--- src/rtl/spike_delay_neuron.sv ---
// spike_delay_neuron: leaky integrate-and-fire neuron with refractory period
// and a programmable axonal delay line on its output spike.
module spike_delay_neuron #(
    parameter int Nbits = 4,
    parameter int DBITS = 2
) (
    input  logic                    clk,
    input  logic                    reset,
    input  logic                    enable,
    input  logic signed [Nbits-1:0] input_current,
    input  logic signed [Nbits+3:0] threshold,
    input  logic [2:0]              decay_shift,
    input  logic [3:0]              refractory_period,
    input  logic [DBITS-1:0]        spike_delay,
    output logic                    spike_out,
    output logic signed [Nbits+3:0] membrane_potential,
    output logic                    refractory
);
    localparam int W = Nbits + 4;
    localparam int MAXD = (1 << DBITS) - 1;
    localparam logic [0:0] S_INT = 1'b0;
    localparam logic [0:0] S_REF = 1'b1;

    logic signed [W-1:0] r_v;
    logic [0:0]          r_state;
    logic [3:0]          r_cnt;
    logic [MAXD-1:0]     r_pend;
    logic                r_spike;

    logic signed [W-1:0] w_shifted;
    logic signed [W-1:0] w_leak;
    logic signed [W+1:0] w_sum;
    logic signed [W-1:0] w_vn;
    logic                w_fire;
    logic [MAXD-1:0]     w_dnew;

    // Shift kept in its own signed net so the zero-select below cannot turn it logical
    assign w_shifted = r_v >>> decay_shift;
    assign w_leak    = (decay_shift == 3'd0) ? '0 : w_shifted;
    assign w_sum     = {{2{r_v[W-1]}}, r_v} - {{2{w_leak[W-1]}}, w_leak}
                     + {{(W+2-Nbits){input_current[Nbits-1]}}, input_current};
    assign w_vn      = (w_sum[W+1:W-1] == 3'b000 || w_sum[W+1:W-1] == 3'b111) ? w_sum[W-1:0]
                     : (w_sum[W+1] ? {1'b1, {(W-1){1'b0}}} : {1'b0, {(W-1){1'b1}}});
    assign w_fire    = (r_state == S_INT) && (w_vn >= threshold);
    assign w_dnew    = (w_fire && spike_delay != '0) ? (MAXD'(1) << (spike_delay - DBITS'(1))) : '0;

    always_ff @(posedge clk or posedge reset) begin
        if (reset) begin
            r_v     <= '0;
            r_state <= S_INT;
            r_cnt   <= '0;
            r_pend  <= '0;
            r_spike <= 1'b0;
        end else if (enable) begin
            r_pend  <= (r_pend >> 1) | w_dnew;
            r_spike <= r_pend[0] | (w_fire && spike_delay == '0);
            if (r_state == S_INT) begin
                if (w_fire) begin
                    r_v <= '0;
                    if (refractory_period != 4'd0) begin
                        r_state <= S_REF;
                        r_cnt   <= refractory_period;
                    end
                end else begin
                    r_v <= w_vn;
                end
            end else begin
                r_v   <= '0;
                r_cnt <= r_cnt - 4'd1;
                if (r_cnt == 4'd1)
                    r_state <= S_INT;
            end
        end else begin
            r_spike <= 1'b0;
        end
    end

    assign spike_out          = r_spike;
    assign membrane_potential = r_v;
    assign refractory         = (r_state == S_REF);
endmodule

--- config.mk ---
export PLATFORM = sky130hd
export DESIGN_NAME = spike_delay_neuron
export DESIGN_NICKNAME = d
export VERILOG_FILES = /design/src/rtl/spike_delay_neuron.sv
export SDC_FILE = /design/constraint.sdc
export NUM_CORES = 1
export LEC_CHECK = 0
export ABC_CLOCK_PERIOD_IN_PS = 4770
export CORE_MARGIN = 1.5
export CORE_UTILIZATION = 49
export CTS_CLUSTER_DIAMETER = 60
export DETAILED_ROUTE_END_ITERATION = 16
export PLACE_DENSITY_LB_ADDON = 0.25
export SYNTH_ARGS = -nofsm -noshare
export SYNTH_HDL_FRONTEND = slang
export SYNTH_SLANG_ARGS = --single-unit
--- constraint.sdc ---
create_clock -name clk -period 4.77 [get_ports clk]
set_input_delay 0.477 -clock clk [delete_from_list [all_inputs] [get_ports clk]]
set_output_delay 0.477 -clock clk [all_outputs]
set_load 0.05 [all_outputs]
# [Word-level counts from Yosys, hierarchy flattened]
# Index checks and enable logic that the tools add are counted.
# Widths: inputs -> output; s select.
[word_totals] output_inout_bits=10 ramBits=0 latch_bits=0 n_memories=0 inputBits=24 word_cells=43 rom_bits=0 ff_bits=17
[op_classes] div=0 n_bitwise=3 reduce_logical=12 mul=0 muxes=14 addsub=4 n_eq_ne=2 shift=2 magnitude_cmp=1
[ops] cell="$mux 8" count=5
[ops] cell="$mux 4" count=3
[ops] cell="$add 9x4->10" count=1
[ops] cell="$sub 8x8->9" count=1
[ops] cell="$ge 8x8->1" count=1
[ops] cell="$sshr 8x3->8" count=1
[ops] cell="$logic_not 3->1" count=2
[ops] cell="$reduce_bool 2->1" count=3
[ops] cell="$mux 1" count=5
[ops] cell="$eq 4x1->1 const B" count=1
[ops] cell="$reduce_bool 4->1" count=1
[ops] cell="$sub 4x1->4 const B" count=1
[ops] cell="$eq 3x3->1 const B" count=1
[ops] cell="$logic_and 1x1->1" count=3
[ops] cell="$mux 3" count=1
[ops] cell="$or 2x3->3" count=1
[ops] cell="$reduce_and 3->1" count=1
[ops] cell="$shl 1x2->3 const A" count=1
[ops] cell="$logic_not 2->1" count=1
[ops] cell="$sub 2x1->2 const B" count=1
[ops] cell="$logic_or 1x1->1" count=1
[ops] cell="$not 1->1" count=1
[ops] cell="$or 1x1->1" count=1

# [Longest topological paths before layout]
# Gate-level depths: netlist of the first run.
[logic_depth] word_depth=12 depth_mapped=23 mapped_depth_nobuf=22

# [Worst setup path before layout of the first run]
# No wires, ideal clock.
[synth_timing] path_type="in2reg" from="input decay_shift[1]" to="register r_pend[1]" path_stages=21 setup_slack_ps=-437 setup_ps=82 arrival_time_ps=5125 required_ps=4688 cell_sequence="clkbuf_1 -> clkbuf_1 -> o21ai_0 -> a221oi_1 -> a21oi_1 -> fa_1 -> inv_1 -> ha_1 -> o211ai_1 -> o21a_2 -> or3_4 -> a311oi_4 -> a311oi_1 -> or2_1 -> ha_1 -> nand2b_1 -> a31oi_1 -> o21ai_1 -> nand2_1 -> or4b_2 -> a31oi_1"
[synth_between] elab_chain_cells=12
[synth_lines] item="start, declared" line="12" text="input logic [2:0] decay_shift,"
[synth_lines] item="$sshr 8x3->8 or $logic_not 3->1 (tied branches)" line="38, 39"
[synth_lines] item="$mux 8 *" line="39" text="assign w_leak = (decay_shift == 3'd0) ? '0 : w_shifted;"
[synth_lines] item="$sub 8x8->9 *" line="40" text="assign w_sum = {{2{r_v[W-1]}}, r_v} - {{2{w_leak[W-1]}}, w_leak}"
[synth_lines] item="$add 9x4->10 *" line="41" text="+ {{(W+2-Nbits){input_current[Nbits-1]}}, input_current};"
[synth_lines] item="$eq 3x3->1 or $logic_not 3->1 (tied branches)" line="42" text="assign w_vn = (w_sum[W+1:W-1] == 3'b000 || w_sum[W+1:W-1] == 3'b111) ? w_sum[W-1:0]"
[synth_lines] item="$logic_or 1x1->1" line="42"
[synth_lines] item="$mux 8 *" line="42"
[synth_lines] item="$ge 8x8->1 *" line="44" text="assign w_fire = (r_state == S_INT) && (w_vn >= threshold);"
[synth_lines] item="$logic_and 1x1->1 *" line="44"
[synth_lines] item="$logic_and 1x1->1 *" line="45" text="assign w_dnew = (w_fire && spike_delay != '0) ? (MAXD'(1) << (spike_delay - DBITS'(1))) : '0;"
[synth_lines] item="$mux 3 *" line="45"
[synth_lines] item="$or 2x3->3 *" line="55" text="r_pend <= (r_pend >> 1) | w_dnew;"
[synth_lines] item="end signal, assigned" line="55"
[synth_lines] item="end, declared" line="27" text="logic [MAXD-1:0] r_pend;"
# Every way passes the cells marked *; elsewhere a longest branch is shown, timed or not.
# A chain may end at the register's enable or synchronous reset.

# [Worst setup path after layout of the first run]
[layout_timing] from="register r_v[5], in the netlist membrane_potential[5]" to="register r_pend[1]"
[layout_between] elab_chain_cells=12
[layout_lines] item="start, declared" line="24" text="logic signed [W-1:0] r_v;"
[layout_lines] item="start signal, assigned" line="65" text="r_v <= w_vn;"
[layout_lines] item="$sshr 8x3->8" line="38" text="assign w_shifted = r_v >>> decay_shift;"
[layout_lines] item="$mux 8" line="39"
[layout_lines] item="$sub 8x8->9 *" line="40"
[layout_lines] item="$add 9x4->10 *" line="41"
[layout_lines] item="$eq 3x3->1 or $logic_not 3->1 (tied branches)" line="42"
[layout_lines] item="$logic_or 1x1->1" line="42"
[layout_lines] item="$mux 8 *" line="42"
[layout_lines] item="$ge 8x8->1 *" line="44"
[layout_lines] item="$logic_and 1x1->1 *" line="44"
[layout_lines] item="$logic_and 1x1->1 *" line="45"
[layout_lines] item="$mux 3 *" line="45"
[layout_lines] item="$or 2x3->3 *" line="55"
# Marks and branches as above.

==> impl_metrics.yaml, run 1 <==
status:
  outcome: "complete, but fails checks"
  violations: "setup timing"
clock_network:
  worstSkewPairLatency_ns: 0.25
  clk_pin_slew_worst_paths_ns: 0.07
  cts_buffers: 3
  clock-root-buffer: "clkbuf_8"
  cts.sinks: 17
  cts_tree: "yes"
  cts.hold.buffers_added: 0
  ctsHtreeMaxLevel: 1
  clock_path_buffers: 2
timing:
  tightest_slew_ns: 0.885
  slew_violations: 0
  finalWorstSetupSlack_ns: -0.395
  skew_ns: 0.00291
  slew_headroom: 0.408
  finalSetupViolCount: 17
  fin_crit_ns: 5.16
  rsz0062_at_grt: "yes"
  final_hold_viol_count: 0
  fmax_mhz: 194
  period_share: 1.08
floorplanning:
  core-area_sq_um: 4000
  start_util: 0.511
  placementRows: 23
  io_pins: 34
  chipHeight_um: 67.6
  die-area_sq_um: 4570
  die_w_um: 67.6
critical_path:
  ff2ff_setup_slack_ns: -0.39
  cp_max_fo: 5
  max_stage_delay_ns: 0.52
  crit_path_end_kind: "register"
  cp-start-kind: "register"
  critPathRequiredTime_ns: 4.95
  rr_worst_depth: 22
  crit_chain: "mux4_2, nand2_1, o21ai_1, ha_1, inv_1, ha_2, inv_2, fa_2, nand2b_4, a211oi_4, nor3_2, nand3b_1, buf_4, a311oi_2, nor2_1, ha_1, buf_4, a31oi_4, o21ai_4, nand2_2, or4b_4, a31oi_4"
  crit_type: "reg -> reg"
  slowest_stage: "or4b_4"
  endpoint: "r_pend[1]"
  critical_path_arrival_ns: 5.35
  r2r_end: "r_pend[1]"
  crit_start: "membrane_potential[5]"
  rr_startpoint: "membrane_potential[5]"
synth:
  synth_cell_types: 54
  synth_fp_nets: 304
  synthCells: 252
  synth_area_sq_um: 2040
  synth_area_per_cell_sq_um: 8.11
  synth-async-reset-ratio: 1.00
  synthTopCellsByArea: "dfrtp_1 21%, ha_1 12%, inv_1 8.6%"
  synth_flop_cell: "dfrtp_1"
  ys_seq_area_frac: 0.208
  synth_top_area_frac: 0.208
  synth_edf_count: 0
  synth_top_cell_by_area: "dfrtp_1"
  ys_ff_latch: 17
  yosys_warnings: 0
finish:
  antennaDiodeCount: 0
  final_nets: 415
  final_cells: 412
  layout-drive-gt1-share: 0.425
  fillers: 218
  areaGrowthSynthToFinish_pct: 67.9
placement:
  dp.cells: 386
  pre_cts_slack_ns: -1.00
  gp_congestion: 0.919
  dp_hpwl_um: 4630
  io_buffers: 33
global_routing:
  grt_pass1_vias: 2315
  overflow: 0
  track_usage: 0.320
  antenna_found_initial: 0
  grt_max_degree: 25
  grt_pass1_wl_um: 11000
drt:
  drt_first_pass_iters: 7
  viasPerCell: 6.30
  drc_errors: 0
  wl_per_cell_um: 21.0
  ant_nets: 0
  routed_wl_um: 8650
  drt_iter0_drc: 253
  num_vias: 2594
flow_run:
  cap_viol_max_count: 0
hold_path:
  hold_class: "reg -> reg"
critical path: cells and delay by family, from the launching register on:
kind / cells / cell delay [ns]
DFF: 1 / 0.42
AOI/OAI and AO/OA: 6 / 1.19
and+or+nand+nor: 7 / 1.34
muxes: 1 / 0.51
adders and majority gates: 4 / 1.18
buffers and inverters: 4 / 0.45
timing repair:
| item | in CTS | in global routing |
|---|---|---|
| buffers inserted | 11 | 10 |
| pin swaps | 32 | 25 |
| resized for setup | 53 | 19 |
| setup endpoints to repair | 17 | 17 |
| gates cloned | 1 | 0 |
placed cells by master, fill, tap and decap left out, drive strengths merged, types with 4 or more instances in the layout:
cell,count
ha,20
dfrtp,17
a311oi,7
a21oi,12
nand3,5
or3,4
o22ai,9
o21ai,16
fa,8
nand2,15
buf,85
nor3,4
a21boi,5
clkdlybuf4s50,30
nand2b,4
inv,47
a31oi,7
nor2,15
sequential cells by signal, summed over array words and instances (netlist names):
signal / flops
r_cnt: 4
refractory: 1
spike_out: 1
membrane_potential: 8
r_pend: 3
through the flow:
step	hold slack, ns	cell area [sq um]	TNS [ns]	utilization
2_1_floorplan	0.403	2090	-0.718	-
3_3_place_gp	0.484	2890	-14.51	0.722
3_5_place_dp	0.492	2890	-15.46	0.722
4_1_cts	0.507	3240	-0.646	0.810
5_1_grt	0.554	3430	-7.18	0.858
6_report	0.533	3430	-4.46	0.858
how the worst min path moves through the flow:
stage	startpoint	to	depth (start not counted)
after floorplan	reset	membrane_potential[0]	1
after global placement	r_pend[0]	spike_out	1
after detailed placement	r_pend[0]	spike_out	1
after CTS	r_pend[0]	spike_out	1
after global routing	r_pend[0]	spike_out	1
final	r_pend[0]	spike_out	1
routing by layer:
layer,global-route usage,up-vias,part of all wire
met2,0.574,198,0.48
li1,-,1117,-
met3,0.0367,58,0.076
met1,0.387,1221,0.38
met4,0.125,0,0.061
met5,0,-,0
cell families (layout without fill, tap and decap cells):
| kind of cell | after synthesis | count (layout) | synth area share |
|---|---|---|---|
| buffers and inverters | 58 | 168 | 0.108 |
| adder cells (fa/ha/maj) | 28 | 28 | 0.201 |
| AND/OR/NAND/NOR | 62 | 62 | 0.160 |
| flip-flops | 17 | 17 | 0.208 |
| AO/OA/AOI/OAI | 81 | 81 | 0.289 |
| multiplexers | 3 | 3 | 0.0208 |
| XOR/XNOR | 3 | 3 | 0.0129 |
synthesized netlist by cell type (all sizes together), types with 4 or more instances:
master,n
inv,47
ha,20
dfrtp,17
o21ai,16
nand2,15
nor2,15
a21oi,12
clkbuf,9
o22ai,9
fa,8
a311oi,7
a31oi,7
a21boi,5
nand3,5
nand2b,4
nor3,4
or3,4
final cells by class:
class / count / area, sq um / area share
multi-input cells: 177 / 1750 / 0.509
repair buffers: 117 / 968 / 0.282
flip-flops and latches: 17 / 432 / 0.126
inverters: 47 / 176 / 0.0514
well taps: 50 / 62.6 / 0.0182
clock buffers: 3 / 41.3 / 0.0120
clock inverters: 1 / 5.00 / 0.00146
Power of run 1 is not shown: default switching activity piles up to over one toggle a cycle in this logic, so the estimate is an artifact.
==> run 2, diff against run 1 <==
- CORE_MARGIN: 1.5 -> unset
==> impl_metrics.yaml, run 2 (synthesis gave the netlist of run 1 again) <==
timing:
  finalSetupViolCount: 16
  slew_headroom: 0.444
  period_share: 1.08
  fmax_mhz: 194
  fin_crit_ns: 5.16
  finalWorstSetupSlack_ns: -0.390
  final_hold_viol_count: 0
  skew_ns: 0.00620
  slew_violations: 0
  rsz0062_at_grt: "yes"
  tightest_slew_ns: 0.831
clock_network:
  cts_buffers: 3
  cts.hold.buffers_added: 0
  worstSkewPairLatency_ns: 0.25
  cts.sinks: 17
  clock_path_buffers: 2
  ctsHtreeMaxLevel: 1
  clock-root-buffer: "clkbuf_8"
  cts_tree: "yes"
  clk_pin_slew_worst_paths_ns: 0.07
drt:
  num_vias: 2439
  routed_wl_um: 7390
  ant_nets: 0
  drt_iter0_drc: 146
  wl_per_cell_um: 18.1
  drc_errors: 0
  drt_first_pass_iters: 5
  viasPerCell: 5.96
placement:
  dp_hpwl_um: 4490
  gp_congestion: 0.913
  io_buffers: 33
global_routing:
  grt_pass1_vias: 2181
  grt_max_degree: 25
  track_usage: 0.273
  grt_pass1_wl_um: 9290
  antenna_found_initial: 0
  overflow: 0
critical_path:
  cp_max_fo: 7
  rr_startpoint: "membrane_potential[6]"
  critPathRequiredTime_ns: 4.94
  crit_chain: "mux4_2, o21ai_2, o21ai_2, fa_1, inv_2, ha_4, buf_4, a21oi_1, o21a_2, a21boi_1, or4b_4, o21ai_2, buf_4, a21oi_2, ha_1, or3b_4, a211oi_4, o21ai_4, buf_4, a21oi_2, buf_4, o211ai_4, a22oi_1"
  max_stage_delay_ns: 0.52
  slowest_stage: "fa_1"
  critical_path_arrival_ns: 5.33
  cp_common_cell: "buf_4"
  crit_type: "reg -> reg"
  crit_path_end_kind: "register"
  cp-start-kind: "register"
  crit_start: "membrane_potential[6]"
finish:
  final_nets: 412
  antennaDiodeCount: 0
  layout-drive-gt1-share: 0.412
  fillers: 204
  fin_util: 0.854
  final_common_cell: "buf_4"
  layout_common_cells: "74 x buf_4, 43 x inv_1, 30 x clkdlybuf4s50_1"
  largest_reg_flops: 8
  areaGrowthSynthToFinish_pct: 67.1
floorplanning:
  chipHeight_um: 66.6
  core-area_sq_um: 4000
  io_pins: 34
  start_util: 0.511
  die_w_um: 66.6
  placementRows: 23
  die-area_sq_um: 4430
status:
  violations: "setup timing"
  outcome: "complete, but fails checks"
hold_path:
  min_from: "r_pend[0]"
  hold_class: "reg -> reg"
flow_run:
  cap_viol_max_count: 0
## run 2: cell types whose count changed in the layout (fill, tap and decap cells not counted), sizes merged
cell,change
buf,-2
clkdlybuf4s15,-1
inv,-1
clkinvlp,+1
## run 2: stage by stage
step                      setup TNS [ns]  hold slack [ns]  setup slack, ns  std cells  instance area, sq um
after global placement            -11.63            0.483           -0.890        385                  2880
after detailed placement          -14.26            0.489            -1.02        385                  2880
after global routing               -6.38            0.519           -0.500        409                  3420
final                              -4.41            0.494           -0.390        409                  3420
after floorplan                   -0.718            0.403           -0.145        252                  2090
after CTS                          -1.11            0.505           -0.157        402                  3150
## run 2: area by class of cell
cell class                      instances  area (sq um)  area share
Multi-Input combinational cell        177          1740       0.508
Timing Repair Buffer                  114           960       0.281
Clock inverter                          1          5.00     0.00147
Tap cell                               50          62.6      0.0183
Clock buffer                            3          41.3      0.0121
Sequential cell                        17           432       0.126
Inverter                               47           180      0.0527
## run 2: repair_timing
| action | CTS | global route |
|---|---|---|
| hold endpoints to repair | 0 | 0 |
| pin swaps | 18 | 28 |
| gates resized for setup | 35 | 41 |
| setup buffers | 13 | 7 |
| endpoints found under the setup margin | 17 | 17 |
## run 2: final timing paths
path	endpoint	slack (ns)	depth (start not counted)
worst min-delay path	spike_out	0.49	1
worst max register to register	membrane_potential[6]	-0.39	23
min in group asynchronous	membrane_potential[0]	0.61	2
max in group asynchronous	membrane_potential[2]	3.70	2
worst min register to register	spike_out	0.49	1
worst max-delay path	membrane_potential[6]	-0.39	23
## run 2: per-layer routing
layer | up-vias | wire length [um] | GRT usage
met1 | 1189 | 2980 | 0.333
li1 | 1115 | - | -
met5 | - | 0 | 0
met4 | 0 | 216 | 0.0824
met2 | 115 | 3770 | 0.500
met3 | 20 | 424 | 0.0257
## run 2: critical path: cells and delay by family (launching register included)
| kind | cells | cell delay, ns |
|---|---|---|
| AO/OA/AOI/OAI | 12 | 1.69 |
| adder cells (fa/ha/maj) | 3 | 0.92 |
| AND/OR/NAND/NOR | 2 | 0.93 |
| flip-flops | 1 | 0.41 |
| buffers and inverters | 5 | 0.61 |
| multiplexers | 1 | 0.50 |
Power of run 2 is left out for the same reason.
==> run 3, diff against run 2 <==
--- a/config.mk
+++ b/config.mk
@@ -10,2 +10,3 @@
 export CTS_CLUSTER_DIAMETER = 60
+export CTS_CLUSTER_SIZE = 16
 export DETAILED_ROUTE_END_ITERATION = 16
--- a/constraint.sdc
+++ b/constraint.sdc
@@ -3,2 +3,2 @@
 set_output_delay 0.477 -clock clk [all_outputs]
-set_load 0.05 [all_outputs]
+set_load 0.02 [all_outputs]
==> impl_metrics.yaml, run 3 (synthesis gave the netlist of run 1 again) <==
finish:
  fin_area_sq_um: 3270
  final_common_cell: "buf_4"
  antennaDiodeCount: 0
  final_nets: 403
  seq_area_sq_um: 425
  layout-drive-gt1-share: 0.383
  largest_reg_flops: 8
  layout_common_cells: "70 x buf_4, 44 x inv_1, 30 x clkdlybuf4s50_1, 17 x dfrtp_1"
  fillers: 231
  areaGrowthSynthToFinish_pct: 60.2
  fin_util: 0.819
  multi_input_comb_area_sq_um: 1690
drt:
  ant_nets: 0
  drt_iter0_drc: 100
  num_vias: 2269
  viasPerCell: 5.67
  routed_wl_um: 6720
  wl_per_cell_um: 16.8
  drt_first_pass_iters: 4
  drc_errors: 0
floorplanning:
  start_util: 0.511
  placementRows: 23
  core-area_sq_um: 4000
  die-area_sq_um: 4430
  chipHeight_um: 66.6
  io_pins: 34
  die_w_um: 66.6
timing:
  slew_headroom: 0.480
  holdWs_ns: 0.493
  finalWorstSetupSlack_ns: -0.305
  slew_violations: 0
  fmax_mhz: 197
  rsz0062_at_grt: "yes"
  final_hold_viol_count: 0
  fin_crit_ns: 5.08
  skew_ns: 0.00721
  period_share: 1.06
  tightest_slew_ns: 0.778
  finalSetupViolCount: 17
critical_path:
  cp-start-kind: "input pin"
  rr_startpoint: "membrane_potential[5]"
  r2r_end: "r_pend[1]"
  crit_type: "in -> reg"
  critical_path_arrival_ns: 5.24
  crit_path_end_kind: "register"
  cp_max_fo: 7
  rr_worst_depth: 22
  ff2ff_setup_slack_ns: -0.29
  critPathRequiredTime_ns: 4.94
clock_network:
  clk_pin_slew_worst_paths_ns: 0.06
  ctsHtreeMaxLevel: 1
  worstSkewPairLatency_ns: 0.25
  clock_path_buffers: 2
  cts.sinks: 17
  cts_tree: "yes"
  cts_buffers: 3
  clock-root-buffer: "clkbuf_8"
global_routing:
  antenna_found_initial: 0
  grt_pass1_vias: 2153
  grt_max_degree: 25
  grt_pass1_wl_um: 9520
  overflow: 0
  track_usage: 0.279
flow_run:
  cap_viol_max_count: 0
placement:
  pre_cts_slack_ns: -0.957
  place_area_sq_um: 2840
  io_buffers: 33
  dp_hpwl_um: 4580
  gp_congestion: 0.861
status:
  violations: "setup timing"
  outcome: "complete, but fails checks"
hold_path:
  hold_class: "reg -> reg"
  min_to: "spike_out"
  holdPathStages: 1
  min_from: "r_pend[0]"
[run 3: cell type report]
cell class	instances	share of cell area
Clock buffer	3	0.0126
Clock inverter	1	0.00153
Timing Repair Buffer	105	0.267
Tap cell	50	0.0191
Inverter	47	0.0539
Multi-Input combinational cell	177	0.516
Sequential cell	17	0.130
[run 3: critical path: stages]
cell and delay, ns:
clkdlybuf4s15_1 0.20, buf_6 0.15, nand2_1 0.08, o21ai_1 0.09
mux2i_1 0.29, a21oi_2 0.13, fa_1 0.56, inv_2 0.06
ha_4 0.26, a211oi_2 0.05, o21a_2 0.23, or3_4 0.40
a311oi_4 0.40, a311oi_2 0.08, or2_1 0.26, ha_1 0.28
nand2b_4 0.12, a31oi_4 0.08, o21ai_4 0.19, buf_6 0.13
nand2_4 0.04, or4b_4 0.50, a31oi_1 0.16
[run 3: how the worst max path moves through the flow]
stage | depth (start not counted) | slack (ns) | endpoint | from
detailed placement | 21 | -0.96 | r_pend[1] | decay_shift[1]
floorplan | 20 | -0.14 | r_cnt[3] | decay_shift[1]
finish | 23 | -0.31 | r_pend[1] | decay_shift[0]
global route | 24 | -0.52 | r_pend[1] | decay_shift[0]
global placement | 21 | -0.89 | r_pend[1] | decay_shift[1]
CTS | 23 | -0.17 | r_pend[1] | membrane_potential[5]
[run 3: metrics by stage]
step	TNS [ns]	instances
2_1_floorplan	-0.702	252
3_3_place_gp	-11.80	380
3_5_place_dp	-13.81	380
4_1_cts	-0.707	393
5_1_grt	-7.15	400
6_report	-3.39	400
[run 3: routing by layer]
| metal | vias to the layer above | track usage | share of wire |
|---|---|---|---|
| li1 | 1089 | - | - |
| met1 | 1082 | 0.357 | 0.41 |
| met2 | 75 | 0.494 | 0.51 |
| met3 | 23 | 0.0240 | 0.043 |
| met4 | 0 | 0.0798 | 0.036 |
| met5 | - | 0 | 0 |
[run 3: repair_timing]
action,CTS,global route
buffers inserted,9,7
resized for setup,40,27
hold buffers,0,0
endpoints found under the setup margin,17,17
pin swaps,16,22
Power of run 3 is left out for the same reason.
